**src/rtl/serial_subtractor.sv**
```systemverilog
// Bit-serial unsigned subtractor: computes (a - b) mod 2^WIDTH one bit per clock, LSB first,
// with a registered result, final borrow and zero flag published on the last RUN edge.
module serial_subtractor #(
    parameter int WIDTH = 8
) (
    input  logic             clk_i,
    input  logic             rst_i,
    input  logic             start_i,
    input  logic [WIDTH-1:0] a_i,
    input  logic [WIDTH-1:0] b_i,
    output logic             busy_o,
    output logic             done_o,
    output logic [WIDTH-1:0] diff_o,
    output logic             borrow_o,
    output logic             zero_o
);

    localparam int CNT_W = (WIDTH > 2) ? $clog2(WIDTH) : 1;
    localparam logic [CNT_W-1:0] CNT_LAST = CNT_W'(WIDTH - 1);

    typedef enum logic [1:0] {
        ST_IDLE,
        ST_RUN,
        ST_DONE
    } state_e;

    state_e             state_q, state_d;
    logic [WIDTH-1:0]   a_sr_q, a_sr_d;
    logic [WIDTH-1:0]   b_sr_q, b_sr_d;
    logic [WIDTH-1:0]   diff_sr_q, diff_sr_d;
    logic               br_q, br_d;
    logic [CNT_W-1:0]   cnt_q, cnt_d;
    logic [WIDTH-1:0]   diff_q, diff_d;
    logic               borrow_q, borrow_d;
    logic               zero_q, zero_d;

    // One full-subtractor cell, fed from the LSBs of the operand shift registers.
    logic             a0, b0, d_bit, br_next;
    logic [WIDTH-1:0] diff_next;

    assign a0        = a_sr_q[0];
    assign b0        = b_sr_q[0];
    assign d_bit     = a0 ^ b0 ^ br_q;
    assign br_next   = (~a0 & b0) | (~(a0 ^ b0) & br_q);
    assign diff_next = {d_bit, diff_sr_q[WIDTH-1:1]};

    always_comb begin
        // NOTE: every signal driven here gets a default first, so no path leaves one unassigned (no latch).
        state_d   = state_q;
        a_sr_d    = a_sr_q;
        b_sr_d    = b_sr_q;
        diff_sr_d = diff_sr_q;
        br_d      = br_q;
        cnt_d     = cnt_q;
        diff_d    = diff_q;
        borrow_d  = borrow_q;
        zero_d    = zero_q;

        case (state_q)
            ST_IDLE: begin
                if (start_i) begin
                    a_sr_d    = a_i;
                    b_sr_d    = b_i;
                    diff_sr_d = '0;
                    br_d      = 1'b0;
                    cnt_d     = '0;
                    state_d   = ST_RUN;
                end
            end
            ST_RUN: begin
                a_sr_d    = a_sr_q >> 1;
                b_sr_d    = b_sr_q >> 1;
                diff_sr_d = diff_next;
                br_d      = br_next;
                cnt_d     = cnt_q + CNT_W'(1);
                if (cnt_q == CNT_LAST) begin
                    // Result registers only move here, so they hold through RUN.
                    cnt_d    = '0;
                    diff_d   = diff_next;
                    borrow_d = br_next;
                    zero_d   = (diff_next == '0);
                    state_d  = ST_DONE;
                end
            end
            ST_DONE: begin
                state_d = ST_IDLE;
            end
            default: begin
                state_d = ST_IDLE;
            end
        endcase
    end

    // NOTE: state is updated with non-blocking assignments so all flops sample pre-edge values together.
    always_ff @(posedge clk_i or posedge rst_i) begin
        if (rst_i) begin
            state_q   <= ST_IDLE;
            a_sr_q    <= '0;
            b_sr_q    <= '0;
            diff_sr_q <= '0;
            br_q      <= 1'b0;
            cnt_q     <= '0;
            diff_q    <= '0;
            borrow_q  <= 1'b0;
            zero_q    <= 1'b0;
        end else begin
            state_q   <= state_d;
            a_sr_q    <= a_sr_d;
            b_sr_q    <= b_sr_d;
            diff_sr_q <= diff_sr_d;
            br_q      <= br_d;
            cnt_q     <= cnt_d;
            diff_q    <= diff_d;
            borrow_q  <= borrow_d;
            zero_q    <= zero_d;
        end
    end

    assign busy_o   = (state_q != ST_IDLE);
    assign done_o   = (state_q == ST_DONE);
    assign diff_o   = diff_q;
    assign borrow_o = borrow_q;
    assign zero_o   = zero_q;

endmodule

```
**config.mk**
```make
export PLATFORM = sky130hd
export DESIGN_NAME = serial_subtractor
export DESIGN_NICKNAME = d
export VERILOG_FILES = /design/src/rtl/serial_subtractor.sv
export SDC_FILE = /design/constraint.sdc
export NUM_CORES = 1
export LEC_CHECK = 0
export CORE_AREA = 2 2 57 113
export CTS_BUF_LIST = sky130_fd_sc_hd__clkbuf_4
export DETAILED_ROUTE_END_ITERATION = 10
export DIE_AREA = 0 0 59 115
export PLACE_DENSITY = 0.48
export SYNTH_ARGS = -nofsm -noshare
export SYNTH_HDL_FRONTEND = slang
export SYNTH_SLANG_ARGS = --single-unit
```
**constraint.sdc**
```tcl
create_clock -name clk_i -period 2.2 [get_ports clk_i]
set_input_delay 0.33 -clock clk_i [delete_from_list [all_inputs] [get_ports clk_i]]
set_output_delay 0.33 -clock clk_i [all_outputs]
set_load 0.02 [all_outputs]
```
* After elaboration in Yosys (flattened, before gate mapping)
Cells that the tools add are included.
Storage, ports and cells: register bits 40, output and inout bits 12, word-level logic and storage cells 43
Operators by class: $add $sub $neg 1, equality and inequality tests 5, multiplexer cells 14, bitwise gates (word level) 7, reduce and logical (&&, ||, !) cells 7
Operator list (count):
- one-hot mux 8 bit (2 select lines) | 3
- 2-to-1 mux 8 bit | 3
- zero test 8 bit | 1
- 2-to-1 mux 3 bit | 2
- one-hot mux 3 bit (2 select lines) | 1
- AND reduction 2 bit | 3
- 2-to-1 mux 2 bit | 2
- inequality test 2 bit, second input constant | 2
- one-hot mux 2 bit (2 select lines) | 1
- nonzero test 2 bit | 2
- adder 3 x 1 -> 3 bit, second input constant | 1
- equality test 3 bit, second input constant | 1
- AND 1 bit | 2
- equality test 2 x 1 -> 1 bit, second input constant | 1
- equality test 2 bit, second input constant | 1
- zero test 2 bit | 1
- inverter 1 bit | 2
- one-hot mux 1 bit (2 select lines) | 1
- XOR 1 bit | 2
- 2-to-1 mux 1 bit | 1
- bitwise OR 1 bit | 1

* Longest topological paths before layout
word-level depth 5, depth in mapped cells 6, mapped depth without buffers 5

* Worst setup path before layout
OpenSTA, ideal clock, no wires.
kind register to register, start point reg cnt_q[0], end point reg diff_q[0], in the netlist diff_o[0], library setup time 125 ps, arrival time 1349 ps, data required time 2075 ps, slack 726 ps, stages on the path, launching flop included 6, path buffers 1, clock period less this slack 1474 ps, cells stage by stage dfrtp_1 -> ha_1 -> ha_1 -> nand3b_2 -> buf_6 -> mux2_2
On the way: word-level cells in the longest chain between the ends 2
RTL lines:
- start, declared | line 32 | logic [CNT_W-1:0] cnt_q, cnt_d;
- start signal, assigned | line 112 | cnt_q <= cnt_d;
- equality test 3 bit | line 76 | if (cnt_q == CNT_LAST) begin
- AND reduction 2 bit (no source line)
- end signal, assigned | line 113 | diff_q <= diff_d;
- end, declared | line 33 | logic [WIDTH-1:0] diff_q, diff_d;
Every way passes these cells. A chain may end at the register's enable or synchronous reset.

* Final worst setup path
start point reg state_q[1], end point out busy_o
On the way: word-level cells in the longest chain between the ends 1
RTL lines:
- start, declared | line 27 | state_e state_q, state_d;
- start signal, assigned | line 107 | state_q <= state_d;
- nonzero test 2 bit | line 119 | assign busy_o = (state_q != ST_IDLE);
- end, declared | line 11 | output logic busy_o,
Every way passes these cells.

==> summary.md <==
| Metric | Value |
|---|---|
| Placed insts | `between 200 and 250` |
| Layout cells sized above 1 | `0.133` |
| Initial Utilization | `0.291` |
| Cells after synthesis | `152` |
| Status | `finished clean` |
| Cell Pwr Density | `1320 mW/mm2` |
| Number of global-route vias before repair | `around 1200` |
| Maxcap violations | `0` |
| Clock sink count | `39` |
| Initial antenna violation count | `0` |
| Tmin final | `~2000 ps` |
| Post-Synth Adder-Cell Area | `0.0262` |
| Worst setup path class | `flip-flop to output pin` |
| Post-Layout Inst Area | `0.00217 mm2` |
| Startpoint types | `flip-flop` |
| Dpl cell area | `0.00210 mm2` |
| Max frequency | `510 MHz` |
| Clock transition at path regs | `approximately 120 ps` |
| Iter 0 DRT Violations | `30` |
| First-pass GRT wire length | `between 5 and 6 mm` |
| Delay-heaviest family, CP | `buffers and inverters` |
| Critical Path RT | `1870 ps` |
| Post_cts resized | `0` |
| Number of enable flip-flop cells after synthesis | `0` |
| CTS Buf Count | `5` |
| TritonCTS clock tree | `yes` |
| Critical Path AT | `1630 ps` |
| XOR/XNOR Fraction of Synth Area | `0` |
| Die area | `0.00679 mm2` |
| Clock Root Buffer | `clkbuf_4` |
| Placer Congestion | `0.689` |
| Maximum fanout along the worst path | `6` |
| Sequential fraction of the synthesis area | `0.568` |
| CTS max path bufs | `2` |
| Final nets | `about 210` |
| DR DRC count | `0` |
| Setup violations, final | `0` |
| Clk_skew | `6.76 ps` |
| Final worst-path cycle share | `0.891` |
| Port Buffers | `30` |
| Largest family of logic cells by synthesized area | `compound AO/OA/AOI/OAI gates` |
| Overflow after GRT | `0` |
| Final WS setup | `241 ps` |
| Setup TNS | `0 ps` |
| Clk_lat worst skew | `340 ps` |
| Max-slew violation count | `0` |
| Crit path buf inv count | `2` |
| Core Footprint | `a little under 0.006 mm2` |
| Ys Warns | `0` |
| Worst slew pin tran | `568 ps` |
| Leakage | `1.03 nW` |
| Diodes inserted | `0` |
| Compound-Gate Fraction of Synth Area | `0.159` |
| Cell area after synthesis | `0.00172 mm2` |
| Setup bufs post-CTS | `0` |
| Post-Syn Nets | `174` |
| Worst VDD drop | `between 500 and 600 uV` |
| Die Y | `115 um` |
| Area delta synth->final | `26.5%` |
| Critical path endpoint category | `output pin` |
| Slowest stage cell, crit path | `clkdlybuf4s50_1` |
| Simple logic cell fraction of the synthesized area | `0.138` |
| Mean Syn Cell Area | `11.3 um2` |
| IO Pins | `31` |
| Critical Path Max Stage Delay | `approximately 540 ps` |
| Main flop type after synthesis | `dfrtp_1` |
| RSZ-0062 raised after global routing | `false` |
| Mux share of post-synthesis cell area | `0.0583` |
| Final-report hold violation count | `0` |
| Ys async rst share | `1.00` |
| WL final | `3.39 mm` |
| Slew margin rel. | `0.620` |
| Avg Vias per Cell | `approximately 5` |
| Chip Width | `59 um` |
| Cell breakdown of the critical path | `nor2_1 > inv_1 > clkdlybuf4s50_1` |
| Routed WL per cell | `13.5 um` |
| Layout Utilization | `0.368` |
| #FFs+latches synth | `39` |
| Pin count of the biggest net entering global routing | `40` |
| Dpl ws | `561 ps` |
| Row Count | `40` |
| GRT Total Usage | `0.112` |
| DRT Pass-1 Iters | `4` |
| Post-DP HPWL | `about 2.4 mm` |
| Post-CTS Hold Buffers | `0` |
| Post-route insts no fill | `approximately 250` |
| DR vias | `1250` |
| Antenna Nets Post-Route | `0` |
| Min-delay worst type | `input port to async pin` |
| H-tree levels | `2` |
| Number of distinct library cells after synthesis | `24` |
## stage by stage
stage	hold slack [ps]	power (mW)
2_1_floorplan	450	2.00
3_3_place_gp	465	2.43
3_5_place_dp	473	2.44
4_1_cts	413	2.92
5_1_grt	438	3.09
6_report	402	2.87
## final timing paths
check	from	to	slack, ps	cells after the start
setup reg to reg	state_q[0]$_DFFE_PP0P_	cnt_q[0]$_DFFE_PP0P_	530	4
max in group asynchronous	rst_i	b_sr_q[2]$_DFFE_PP0P_	1440	3
min in group clk_i	zero_o$_DFFE_PP0P_	zero_o$_DFFE_PP0P_	490	2
setup / recovery	state_q[1]$_DFFE_PP0P_	busy_o	240	3
hold / removal	rst_i	diff_o[4]$_DFFE_PP0P_	400	3
hold reg to reg	zero_o$_DFFE_PP0P_	zero_o$_DFFE_PP0P_	490	2
## where the power goes
group	switching [mW]	leakage, nW	internal, mW
clock network	0.240	0.0426	0.234
logic	0.607	0.483	0.615
registers	0.178	0.505	1.00
## synth_stat cells (all sizes together) (2+ instances only)
master	count	area, um2
clkbuf	3	13.8
buf	7	46.3
nor2	2	7.51
a21oi	14	70.1
a22o	9	78.8
o21ai	17	85.1
ha	2	25.0
dfrtp	39	976
a32o	2	20.0
nor2b	2	12.5
mux2	8	90.1
nor4	2	12.5
inv	7	26.3
nand2	19	71.3
and3b	14	123
## sequential cells by signal, indices dropped and copies added, names as in the netlist
signal and cells:
a_sr_q 8, b_sr_q 8, borrow_o 1, br_q 1
cnt_q 3, diff_o 8, diff_sr_q 7, state_q 2
zero_o 1
## cell families after synthesis
kind of cell    Yosys count
compound gates           44
simple gates             40
flops                    39
buf+inv                  17
mux                       9
fa+ha+maj                 3
## placed cells by master (no fill, tap or decap), types with 2 or more instances in the layout
master / instances
a21oi_1: 14
a22o_1: 9
a32o_1: 2
and3b_1: 14
buf_4: 8
clkbuf_4: 5
clkdlybuf4s50_1: 30
dfrtp_1: 39
ha_1: 2
inv_1: 7
mux2_2: 8
nand2_1: 19
nor2_1: 2
nor2b_1: 2
nor4_1: 2
o21ai_0: 14
o21ai_1: 3
## metal layers
| layer | wire (um) | vias to the layer above | GRT usage | share of wire |
|---|---|---|---|---|
| li1 | - | 604 | - | - |
| met4 | 57 | 0 | 0.0500 | 0.017 |
| met2 | 1660 | 35 | 0.186 | 0.49 |
| met1 | 1530 | 607 | 0.134 | 0.45 |
| met3 | 143 | 4 | 0.0270 | 0.042 |
| met5 | 0 | - | 0 | 0 |
## worst min-delay path, delay by kind of cell
| kind | cells | cell delay [ps] |
|---|---|---|
| buffers and inverters | 3 | 870 |
## cell type report
class	count	area, um2
clock buffer	5	37.5
clock inverter	3	38.8
fill	623	3730
inverter	7	26.3
multi-input combinational	96	656
sequential	39	976
tap	63	78.8
timing repair buffer	38	360
Note: power is estimated with default switching activity, not from simulation.
